**config.mk**
```make
export PLATFORM = sky130hd
export DESIGN_NAME = uart_rx_fifo
export DESIGN_NICKNAME = d
export VERILOG_FILES = /design/src/rtl/uart_rx_pkg.sv /design/src/rtl/rx_sync_fifo.sv /design/src/rtl/uart_rx_fifo.sv
export SDC_FILE = /design/constraint.sdc
export NUM_CORES = 1
export LEC_CHECK = 0
export ABC_AREA = 0
export BUFFER_PORTS_ARGS = -buffer_cell sky130_fd_sc_hd__buf_2
export CAP_MARGIN = 20
export CORE_MARGIN = 2
export CORE_UTILIZATION = 32
export DETAILED_ROUTE_END_ITERATION = 10
export GPL_TIMING_DRIVEN = 1
export SLEW_MARGIN = 20
export SYNTH_ARGS = -nofsm -noshare
export SYNTH_HDL_FRONTEND = slang
export SYNTH_SLANG_ARGS = --single-unit
```
**constraint.sdc**
```tcl
create_clock -name clk -period 13.85 [get_ports clk]
set_clock_uncertainty 0.05 [all_clocks]
set_input_delay 0.6925 -clock clk [delete_from_list [all_inputs] [get_ports clk]]
set_output_delay 0.6925 -clock clk [all_outputs]
set_load 0.02 [all_outputs]
```
**src/rtl/uart_rx_pkg.sv**
```systemverilog
// Shared types and constants for the UART receiver and its receive FIFO.
package uart_rx_pkg;

    typedef enum logic [2:0] {
        IDLE,
        START,
        DATA,
        PARITY,
        STOP
    } rx_state_e;

    typedef struct packed {
        logic       perr;
        logic       ferr;
        logic [7:0] data;
    } rx_entry_t;

    localparam int DATA_LEN_BASE = 5;

endpackage

```
**src/rtl/rx_sync_fifo.sv**
```systemverilog
// First-word fall-through synchronous FIFO; the head reads as zero while empty.
module rx_sync_fifo #(
    parameter int  DEPTH   = 8,
    parameter type entry_t = logic [9:0],
    localparam int AW      = $clog2(DEPTH)
) (
    input  logic          clk,
    input  logic          rst,
    input  logic          push,
    input  entry_t        wdata,
    input  logic          pop,
    output entry_t        rdata,
    output logic          empty,
    output logic          full,
    output logic [AW:0]   count,
    output logic          overflow
);

    entry_t          mem [DEPTH];
    logic [AW-1:0]   wr_ptr;
    logic [AW-1:0]   rd_ptr;
    logic [AW:0]     cnt;
    logic            do_pop;
    logic            do_push;

    assign empty    = (cnt == '0);
    assign full     = (cnt == (AW+1)'(DEPTH));
    assign do_pop   = pop && !empty;
    // A pop in the same cycle frees the slot, so a push while full still lands.
    assign do_push  = push && (!full || do_pop);
    assign overflow = push && full && !do_pop;
    assign count    = cnt;
    assign rdata    = empty ? entry_t'(0) : mem[rd_ptr];

    always_ff @(posedge clk) begin
        if (rst) begin
            wr_ptr <= '0;
            rd_ptr <= '0;
            cnt    <= '0;
        end else begin
            if (do_push) wr_ptr <= wr_ptr + AW'(1);
            if (do_pop)  rd_ptr <= rd_ptr + AW'(1);
            cnt <= cnt + (AW+1)'(do_push) - (AW+1)'(do_pop);
        end
    end

    always_ff @(posedge clk) begin
        if (do_push) mem[wr_ptr] <= wdata;
    end

endmodule

```
**src/rtl/uart_rx_fifo.sv**
```systemverilog
// UART receiver (5-8 data bits, optional parity, 1/2 stop bits) feeding a tagged receive FIFO.
module uart_rx_fifo
    import uart_rx_pkg::*;
#(
    parameter int OVERSAMPLE = 16,
    parameter int FIFO_DEPTH = 8,
    parameter int BRD_W      = 16,
    localparam int CW        = $clog2(FIFO_DEPTH) + 1,
    localparam int OS_W      = $clog2(OVERSAMPLE)
) (
    input  logic             clk,
    input  logic             rst,
    input  logic             rx_in,
    input  logic [BRD_W-1:0] brd,
    input  logic [1:0]       data_len,
    input  logic             parity_en,
    input  logic             parity_odd,
    input  logic             two_stop,
    input  logic             get,
    input  logic             err_clr,
    output logic [7:0]       rx_data,
    output logic             rx_perr,
    output logic             rx_ferr,
    output logic             rx_valid,
    output logic             rx_full,
    output logic [CW-1:0]    fifo_count,
    output logic             overrun_err,
    output logic             busy
);

    rx_state_e        state, state_next;
    logic             rx_s1, rx_s2, rx_d;
    logic [BRD_W-1:0] brd_eff, tick_cnt;
    logic             tick, start_det, sample_pt, push, overflow, empty;
    logic [OS_W-1:0]  os_cnt;
    logic [2:0]       bit_cnt, last_bit;
    logic [7:0]       shift_reg;
    logic [1:0]       len_q;
    logic             par_en_q, par_odd_q, two_stop_q, perr_q, ferr_q;
    rx_entry_t        wr_entry, head;

    assign brd_eff   = (brd == '0) ? BRD_W'(1) : brd;
    assign tick      = (tick_cnt >= brd_eff - BRD_W'(1));
    assign start_det = (state == IDLE) && rx_d && !rx_s2;
    assign last_bit  = {1'b0, len_q} + 3'(DATA_LEN_BASE - 1);
    // START samples half a bit in; every later sample is a full bit apart.
    assign sample_pt = tick && ((state == START) ? (os_cnt == OS_W'(OVERSAMPLE/2 - 1))
                                                 : (os_cnt == OS_W'(OVERSAMPLE - 1)));

    always_ff @(posedge clk) begin
        if (rst) state <= IDLE;
        else     state <= state_next;
    end

    always_comb begin
        state_next = state;
        push       = 1'b0;
        case (state)
            IDLE:    if (start_det) state_next = START;
            START:   if (sample_pt) state_next = rx_s2 ? IDLE : DATA;
            DATA:    if (sample_pt && bit_cnt == last_bit)
                         state_next = par_en_q ? PARITY : STOP;
            PARITY:  if (sample_pt) state_next = STOP;
            STOP:    if (sample_pt && (!two_stop_q || bit_cnt[0])) begin
                         push       = 1'b1;
                         state_next = IDLE;
                     end
            default: state_next = IDLE;
        endcase
    end

    always_ff @(posedge clk) begin
        if (rst) begin
            rx_s1       <= 1'b1;
            rx_s2       <= 1'b1;
            rx_d        <= 1'b1;
            tick_cnt    <= '0;
            os_cnt      <= '0;
            bit_cnt     <= '0;
            shift_reg   <= '0;
            len_q       <= '0;
            par_en_q    <= 1'b0;
            par_odd_q   <= 1'b0;
            two_stop_q  <= 1'b0;
            perr_q      <= 1'b0;
            ferr_q      <= 1'b0;
            overrun_err <= 1'b0;
        end else begin
            rx_s1 <= rx_in;
            rx_s2 <= rx_s1;
            rx_d  <= rx_s2;
            tick_cnt <= (start_det || tick) ? '0 : tick_cnt + BRD_W'(1);

            if (start_det) begin
                len_q      <= data_len;
                par_en_q   <= parity_en;
                par_odd_q  <= parity_odd;
                two_stop_q <= two_stop;
                shift_reg  <= '0;
                perr_q     <= 1'b0;
                ferr_q     <= 1'b0;
            end

            if (state == IDLE || sample_pt) os_cnt <= '0;
            else if (tick)                  os_cnt <= os_cnt + OS_W'(1);

            if (state != state_next) bit_cnt <= '0;
            else if (sample_pt)      bit_cnt <= bit_cnt + 3'd1;

            if (sample_pt) begin
                case (state)
                    DATA:    shift_reg[bit_cnt] <= rx_s2;
                    PARITY:  perr_q <= (^shift_reg) ^ rx_s2 ^ par_odd_q;
                    STOP:    if (!rx_s2) ferr_q <= 1'b1;
                    default: ;
                endcase
            end

            if (overflow)     overrun_err <= 1'b1;
            else if (err_clr) overrun_err <= 1'b0;
        end
    end

    always_comb begin
        wr_entry      = '0;
        wr_entry.perr = perr_q;
        wr_entry.ferr = ferr_q | !rx_s2;
        wr_entry.data = shift_reg;
    end

    rx_sync_fifo #(
        .DEPTH   (FIFO_DEPTH),
        .entry_t (rx_entry_t)
    ) u_fifo (
        .clk      (clk),
        .rst      (rst),
        .push     (push),
        .wdata    (wr_entry),
        .pop      (get),
        .rdata    (head),
        .empty    (empty),
        .full     (rx_full),
        .count    (fifo_count),
        .overflow (overflow)
    );

    assign rx_data  = head.data;
    assign rx_perr  = head.perr;
    assign rx_ferr  = head.ferr;
    assign rx_valid = !empty;
    assign busy     = (state != IDLE);

endmodule

```
After elaboration in Yosys (flattened, before gate mapping)
Memories as Yosys holds them, arrays and structs flattened. A register that Yosys moved wholly into a read port is not among the register bits.
Cells that the tools add are included.
- output and inout bits: 18
- register bits: 55
- logic and storage cells: 104
- memories: 1
- bits in writable memories: 80
- memory list (memory ; words ; width ; read ports ; clocked after Yosys merged registers in ; wr ports ; line ; source):
    u_fifo.mem ; 8 ; 10 ; 1 ; 1 ; 1 ; rx_sync_fifo.sv:19 ; entry_t mem [DEPTH];
- $lt $le $gt $ge: 3
- mux-type cells: 33
- eq/ne operators: 9
- reduce and logical (&&, ||, !) cells: 28
- $add $sub $neg: 9
- bitwise operators: 3
- operators by type and width (operator ; count):
    $mux W8 ; 4
    $mux W3 ; 8
    $add A16 B1 Y16 const B ; 1
    $ge A16 B16 Y1 ; 1
    $logic_not A16 Y1 ; 1
    $mux W16 ; 1
    $sub A16 B1 Y16 const B ; 1
    $mux W1 ; 15
    $pmux W3 S5 ; 1
    $logic_and A1 B1 Y1 ; 10
    $mux W10 ; 1
    $add A3 B1 Y3 const B ; 3
    $bwmux W8 ; 1
    $eq A4 B4 Y1 const B ; 2
    $reduce_xor A8 Y1 ; 1
    $eq A3 B2 Y1 const B ; 2
    $reduce_or A2 Y1 ; 3
    $logic_not A1 Y1 ; 5
    $add A4 B1 Y4 ; 1
    $add A4 B1 Y4 const B ; 1
    $eq A4 B3 Y1 const B ; 1
    $logic_not A4 Y1 ; 1
    $logic_or A1 B1 Y1 ; 4
    $lt A3 B4 Y1 const B ; 1
    other kinds (14) ; 15

Depth between registers and ports, before layout
Gate-level depths: netlist of the first run.
- word-level depth: 11
- gate-level depth with buffers: 22
- mapped depth without buffers: 20

Hierarchy
A second synthesis of the first run with hierarchy kept.
- cell total of the unflattened synthesis: 526
- area total of the unflattened synthesis: 6448.7 um^2
- by module, submodules not included (module ; area an instance (um^2) ; seq. area each (um^2) ; instances ; cells an instance):
    rx_sync_fifo ; 3707.3 ; 2662.6 ; 1 ; 201
    uart_rx_fifo ; 2741.4 ; 900.9 ; 1 ; 325

Worst setup path after synthesis of the first run
OpenSTA, ideal clock, no wires.
- kind: input-to-reg
- from: in brd[9]
- to: mem u_fifo.mem[1][0] in the netlist's numbering (enable)
- cell stages on the path: 17
- data arrival time: 4.833 ns
- buffers on the path: 2
- slack: 8.560 ns
- cell sequence: or4_1 nor4_1 and2_1 a31oi_1 ha_1 and2_1 nand2_1 nor3_1 xnor2_1 ha_1 and4_1 nand4b_1 and3_1 buf_2 buf_4 nor2_1 nor4b_1
- word-level cells in the longest chain between the ends: 11
- RTL lines (what ; line ; source):
    from (decl) ; uart_rx_fifo.sv:14 ; input logic [BRD_W-1:0] brd,
    $logic_not A16 Y1 ; uart_rx_fifo.sv:42 ; assign brd_eff = (brd == '0) ? BRD_W'(1) : brd;
    $mux W16 (*) ; uart_rx_fifo.sv:42 ;
    $sub A16 B1 Y16 (*) ; uart_rx_fifo.sv:43 ; assign tick = (tick_cnt >= brd_eff - BRD_W'(1));
    $ge A16 B16 Y1 (*) ; uart_rx_fifo.sv:43 ;
    $logic_and A1 B1 Y1 (*) ; uart_rx_fifo.sv:47 ; assign sample_pt = tick && ((state == START) ? (os_cnt == OS_W'(OVERSAMPLE/2 - 1))
    $logic_and A1 B1 Y1 (*) ; uart_rx_fifo.sv:64 ; STOP: if (sample_pt && (!two_stop_q || bit_cnt[0])) begin
    $mux W1 (*) ; uart_rx_fifo.sv:64 ;
    $mux W1 (*) ; uart_rx_fifo.sv:58 ; case (state)
    $logic_and A1 B1 Y1 (*) ; rx_sync_fifo.sv:30 ; assign do_push = push && (!full || do_pop);
    net u_fifo.do_push ; rx_sync_fifo.sv:24 ; logic do_push;
    $mux W1 (*) ; rx_sync_fifo.sv:48 ; if (do_push) mem[wr_ptr] <= wdata;
    $mux W1 (implied by the code) (*) ; rx_sync_fifo.sv:48 ;
    to (decl) ; rx_sync_fifo.sv:19 ;
Mark *: on every way through the listed nets, which the timed path passes. The rest lies on a longest branch.

Final worst setup path of the first run
- from: in brd[9]
- to: reg u_fifo.cnt[1], in the netlist u_fifo.count[1]
- word-level cells in the longest chain between the ends: 11
- RTL lines (what ; line ; source):
    $logic_not A16 Y1 ; uart_rx_fifo.sv:42 ;
    $mux W16 (*) ; uart_rx_fifo.sv:42 ;
    $sub A16 B1 Y16 (*) ; uart_rx_fifo.sv:43 ;
    $ge A16 B16 Y1 (*) ; uart_rx_fifo.sv:43 ;
    $logic_and A1 B1 Y1 (*) ; uart_rx_fifo.sv:47 ;
    $logic_and A1 B1 Y1 (*) ; uart_rx_fifo.sv:64 ;
    $mux W1 (*) ; uart_rx_fifo.sv:64 ;
    $mux W1 (*) ; uart_rx_fifo.sv:58 ;
    $logic_and A1 B1 Y1 (*) ; rx_sync_fifo.sv:30 ;
    net u_fifo.do_push ; rx_sync_fifo.sv:24 ;
    $add A4 B1 Y4 (*) ; rx_sync_fifo.sv:43 ; cnt <= cnt + (AW+1)'(do_push) - (AW+1)'(do_pop);
    $sub A4 B1 Y4 (*) ; rx_sync_fifo.sv:43 ;
    to (signal assigned) ; rx_sync_fifo.sv:43 ;
    to (decl) ; rx_sync_fifo.sv:22 ; logic [AW:0] cnt;
Marks and branches as above.
A chain may end at the register's enable or synchronous reset.

==> results.yml, run 1 <==
status:
  outcome: "finished, final reports clean"
cts:
  ctsRootBufferMaster: "clkbuf_16"
  cts-buffers-inserted: 17
  clk-insertion-delay-late_ps: 420
  cts_hold_buffers: 0
  tritoncts: "done"
  post_cts_gate_resize_count: 0
  clkSlewWorstSetupHoldPaths_ps: 60
  clkSinkCount: 138
  max-clock-path-buffers: 2
  h-tree-depth: 4
  post_cts_setup_buffer_count: 0
die:
  initial_core_util_pct: 32.4
  die_area_mm2: 0.0215
  rows: 52
  io_pins: 44
  core-area_mm2: 0.0201
  die_height_um: 147
  dieWidth_um: 147
critical_path:
  path_common_cell: "ha_1"
  cpLargestDelayFamily: "simple AND/OR/NAND/NOR gates"
  worst-path-max-fanout: 34
  worstPathCellList: "buf_2, or4_1, nor4_1, and2_1, a31oi_1, ha_1, and2_1, nand2_1, nor3_1, xnor2_1, ha_1, and4_1, a221oi_1, and3_1, buf_4, nor2_1, ha_1, inv_1, fa_1, nor2_1"
  setup.worst_path.end_class: "register"
  reg2reg_slack_ps: 10670
  crit_type: "in2reg"
  critPathMaxStageDelay_ps: 590
  critPathSlowestCell: "or4_1"
  worst_path_buffer_plus_inverter_count: 3
  required_ps: 14150
  critical_path_startpoint_category: "input pin"
  cp.arrival_ps: 5110
global_routing:
  grt_antenna_before_repair: 0
  global_route.usage.total_pct: 12.9
  first_global_vias: 4393
  wire_length_of_the_first_global_routing_pass_mm: 22.0
  pin_count_of_the_biggest_net_entering_global_routing: 35
  grt_overflow_total: 0
cells_and_area:
  regArea_mm2: 0.00356
  multi_input_area_mm2: 0.00279
  area_growth_pct: 17.1
  number_of_flip_flops_under_the_largest_register_name: 80
  insertedDiodeCount: 0
  drive_gt1_share_pct: 18.6
  num-nets-final: 642
  final.fill_count: 1925
pwr:
  pwr-share-comb_pct: 14.6
  netSwitchingFraction_pct: 25.0
  share_seq_of_total_power_pct: 42.4
  peakVddDrop_mv: 0.0639
  power_leakage_uw: 0.00284
  power-per-cell-area_mw_per_mm2: 141
  power_share_of_the_clock_group_pct: 42.9
  power.net_switching_uw: 270
  internal_power_uw: 808
yosys:
  mappedNetlistArea_mm2: 0.00650
  count_of_flip_flops_with_a_built_in_enable_after_synthesis: 80
  synthTopCellsByCount: "80 x edfxtp_1, 61 x nor2_1, 58 x dfxtp_1"
  post_synth.cell_area_avg_um2: 12.0
  synth_top_flop_cell: "edfxtp_1"
  synth_top_area_share_pct: 36.9
  synth_top_cells_by_area: "edfxtp_1 37%, dfxtp_1 18%, mux4_2 6.9%, ha_1 5.4%, mux2i_1 3.8%"
  yosys.cell_types.count: 56
  post_synth_inst_count: 544
  proportion_of_synthesized_chip_area_in_sequential_cells_pct: 54.8
  yosys.cell_count.top_type: "edfxtp_1"
  number_of_warnings_printed_during_yosys_synthesis: 0
  netlist.top_cell.by_area: "edfxtp_1"
  async_flop_share_pct: 0
  synth_fp_nets: 599
  ys_ff_latch: 138
sta:
  grt_setup_unrepaired: "no"
  fin_setup_tns_ps: 0
  finalWorstPathRequiredPeriod_ps: 4810
  drv_slew: 0
  hold_viol_final: 0
  clock.fmax_ghz: 0.208
  fin_crit_sh_pct: 34.8
  fin_hold_ws_ps: 358
  timing_worst_slew_pin_value_ps: 1020
  relative_max_transition_margin_pct: 31.9
  timing.final.setup_violations: 0
drt:
  routed_wire_length_per_instance_um: 15.0
  drc: 0
  drt-initial-drc-count: 286
  detailroute.via_count: 4263
  first_pass_iters: 6
  avgViaCountPerCell: 4.91
  final_antenna_net_count: 0
  routed_wl_mm: 13.0
placement:
  finalWeightedCongestion: 0.815
  detailed_place_hpwl_mm: 9.08
  port_bufs: 43
min_path:
  holdCritPathClass: "reg2reg"
flow_run:
  max_cap_viols: 0
cells by family (layout without fill, tap and decap cells):
| kind of cell | Yosys count | count (layout) | synth area share (%) |
|---|---|---|---|
| XOR/XNOR | 42 | 42 | 5.66 |
| multiplexers | 45 | 45 | 10.8 |
| AO/OA/AOI/OAI | 51 | 51 | 4.81 |
| adder cells (fa/ha/maj) | 29 | 29 | 5.69 |
| flip-flops | 138 | 138 | 54.8 |
| buffers and inverters | 43 | 97 | 2.83 |
| AND/OR/NAND/NOR | 196 | 196 | 15.4 |
worst paths after layout:
path,start,endpoint,cells after the start
min reg2reg,rx_s1,rx_s2,1
min,rx_s1,rx_s2,1
max,brd[9],u_fifo.count[1],20
max reg2reg,tick_cnt[0],u_fifo.count[1],12
metrics by stage:
stage / total power, µW / utilization, % / setup WS (ps) / cell area, µm² / cells
after floorplan: 579 / - / 8560 / 6500 / 544
after global placement: 620 / 34.9 / 8560 / 7010 / 838
after detailed placement: 627 / 34.9 / 8350 / 7010 / 838
after CTS: 1090 / 37.9 / 8780 / 7610 / 868
after global routing: 1130 / 37.9 / 8720 / 7620 / 868
final: 1080 / 37.9 / 9040 / 7620 / 868
power by group through the flow:
| stage | clock network, µW | logic, µW | registers (µW) |
|---|---|---|---|
| after floorplan | 0 | 116 | 463 |
| after global placement | 0 | 154 | 465 |
| after detailed placement | 0 | 161 | 466 |
| after CTS | 472 | 162 | 458 |
| after global routing | 492 | 180 | 460 |
| final | 463 | 158 | 457 |
cell type report:
type | count | area share, %
clock inverter | 13 | 2.33
timing repair buffer | 49 | 3.42
clock buffer | 17 | 5.58
sequential | 138 | 46.8
multi-input combinational | 363 | 36.6
inverter | 18 | 0.887
tap | 270 | 4.43
worst reg2reg max path, delay by kind of cell (launching register included):
family                   cells  cell delay (ps)
adder cells (fa/ha/maj)      3              950
AND/OR/NAND/NOR              5              770
AO/OA/AOI/OAI                1              480
buffers and inverters        3              470
flip-flops                   1              410
layout by cell type (no fill, tap or decap), types with 5 or more instances in the layout:
master and count:
edfxtp_1 80, nor2_1 61, dfxtp_1 58, buf_2 43, nand2_1 38, ha_1 28, xnor2_1 27, mux2i_1 25
mux4_2 20, a21oi_1 18, inv_1 18, nand3_1 17, clkbuf_16 17, nor3_1 15, xor2_1 15, o21ai_0 13
nor2b_1 7, nand4_1 6, buf_4 6, nand2b_1 5, or3_1 5, or4_1 5, and3_1 5, nor4_1 5
metal layers:
layer  routed length [µm]  GRT usage [%]  up-vias
met5                    0              0        -
met4                  107           3.93        0
met3                  353           3.59        9
met2                 6660           22.2       59
met1                 5910           15.7     2123
li1                     -              -     2072
(Power assumes the default switching activity.)
==> run 2: changes to the inputs <==
==> constraint.sdc (replaced) <==
create_clock -name clk -period 4.4 [get_ports clk]
set_clock_uncertainty 0.05 [all_clocks]
set_input_delay 0.22 -clock clk [delete_from_list [all_inputs] [get_ports clk]]
set_output_delay 0.22 -clock clk [all_outputs]
set_load 0.02 [all_outputs]
==> results.yml, run 2 (synthesis gave the netlist of run 1 again) <==
global_routing:
  global_route.usage.total_pct: 12.8
  wire_length_of_the_first_global_routing_pass_mm: 21.6
  pin_count_of_the_biggest_net_entering_global_routing: 34
  grt_overflow_total: 0
  first_global_vias: 4322
  grt_antenna_before_repair: 0
placement:
  postPlaceCellArea_mm2: 0.00711
  port_bufs: 43
  worst_setup_slack_after_placement_ps: -64.1
  finalWeightedCongestion: 0.770
  detailed_place_hpwl_mm: 9.00
sta:
  relative_max_transition_margin_pct: 32.0
  hold_viol_final: 0
  fin_setup_tns_ps: 0
  fin_crit_sh_pct: 92.2
  clock.fmax_ghz: 0.246
  timing.final.setup_violations: 0
  finalWorstPathRequiredPeriod_ps: 4060
  drv_slew: 0
  postLayoutSetupSlackWorst_ps: 342
  timing_worst_slew_pin_value_ps: 1020
  grt_setup_unrepaired: "no"
drt:
  route.top_layer_used: "met4"
  drt-initial-drc-count: 298
  avgViaCountPerCell: 4.81
  routed_wire_length_per_instance_um: 14.7
  drc: 0
  met2_wirelength_mm: 6.51
  detailroute.via_count: 4264
  final_antenna_net_count: 0
  met3_wirelength_um: 540
  first_pass_iters: 4
  drt-met1-wl_mm: 5.83
  routed_wl_mm: 13.0
cells_and_area:
  final.fill_count: 1922
  drive_gt1_share_pct: 20.1
  layout_commonest_cell: "edfxtp_1"
  layout.cells.most_common_list: "80 x edfxtp_1, 61 x nor2_1, 57 x dfxtp_1"
  area_growth_pct: 18.8
  fin_util_pct: 38.4
  num-nets-final: 659
  insertedDiodeCount: 0
  layout.cell_area.non_filler_mm2: 0.00772
  number_of_flip_flops_under_the_largest_register_name: 80
cts:
  ctsRootBufferMaster: "clkbuf_16"
  clk-insertion-delay-late_ps: 410
  cts-buffers-inserted: 17
  clkSinkCount: 138
  post_cts_setup_buffer_count: 0
  tritoncts: "done"
  clkSlewWorstSetupHoldPaths_ps: 50
  h-tree-depth: 4
  max-clock-path-buffers: 2
pwr:
  pwr-share-comb_pct: 13.9
  power.net_switching_uw: 842
  internal_power_uw: 2440
  power_leakage_uw: 0.00290
  peakVddDrop_mv: 0.188
  netSwitchingFraction_pct: 25.7
  power_share_of_the_clock_group_pct: 40.9
  power-per-cell-area_mw_per_mm2: 424
  report.power.total_uw: 3280
  share_seq_of_total_power_pct: 45.3
die:
  dieWidth_um: 147
  die_area_mm2: 0.0215
  die_height_um: 147
  rows: 52
  core-area_mm2: 0.0201
  initial_core_util_pct: 32.4
  io_pins: 44
critical_path:
  crit_type: "in2reg"
  critical_path_startpoint_category: "input pin"
  required_ps: 4630
  setup.worst_path.end_class: "register"
  reg2reg_slack_ps: 1250
  worst-path-max-fanout: 4
  cp.arrival_ps: 4290
status:
  outcome: "finished, final reports clean"
min_path:
  holdCritPathClass: "in2reg"
flow_run:
  max_cap_viols: 0
-- run 2: worst paths after layout --
path	start	endpoint	depth (start not counted)
setup / recovery	brd[9]	u_fifo.count[3]	20
hold / removal	err_clr	overrun_err	4
setup reg to reg	tick_cnt[0]	u_fifo.count[3]	12
hold reg to reg	rx_s1	rx_s2	1
-- run 2: worst max-delay path: stages --
cell and delay (ps):
buf_2 100, or4_1 540, nor4_1 250, and2_1 220
a31oi_1 110, ha_1 210, and2_1 180, nand2_1 120
nor3_1 70, xnor2_1 120, ha_1 310, and4_1 210
a221oi_1 310, and3_1 340, nor2_1 130, ha_1 230
a21o_1 160, a21oi_1 220, xnor2_1 140, nor2_1 50
-- run 2: repair_timing --
item                      in CTS  in global routing
hold endpoints to repair       6                  0
hold buffers                   6                  0
resized for setup              0                  0
-- run 2: area by class of cell --
class	instances	area, µm²	area share [%]
clock buffer	18	429	5.56
clock inverter	13	129	1.67
inverter	18	67.6	0.875
multi-input combinational	363	2770	35.8
sequential	138	3560	46.1
tap	270	338	4.37
timing repair buffer	66	428	5.54
-- run 2: power groups by stage --
stage / clock network [µW] / registers (µW) / logic (µW)
2_1_floorplan: 0 / 1460 / 365
3_3_place_gp: 0 / 1510 / 442
3_5_place_dp: 0 / 1510 / 454
4_1_cts: 1370 / 1490 / 460
5_1_grt: 1420 / 1500 / 504
6_report: 1340 / 1480 / 455
-- run 2: per-layer routing --
layer / vias to the layer above / global-route usage (%)
met2: 95 / 21.6
met5: - / 0
li1: 2111 / -
met4: 0 / 4.90
met1: 2046 / 15.9
met3: 12 / 3.03
-- run 2: stage by stage --
step	hold slack, ps	std cells
floorplan	274	544
global placement	345	849
detailed placement	354	849
CTS	147	886
global route	179	886
finish	158	886
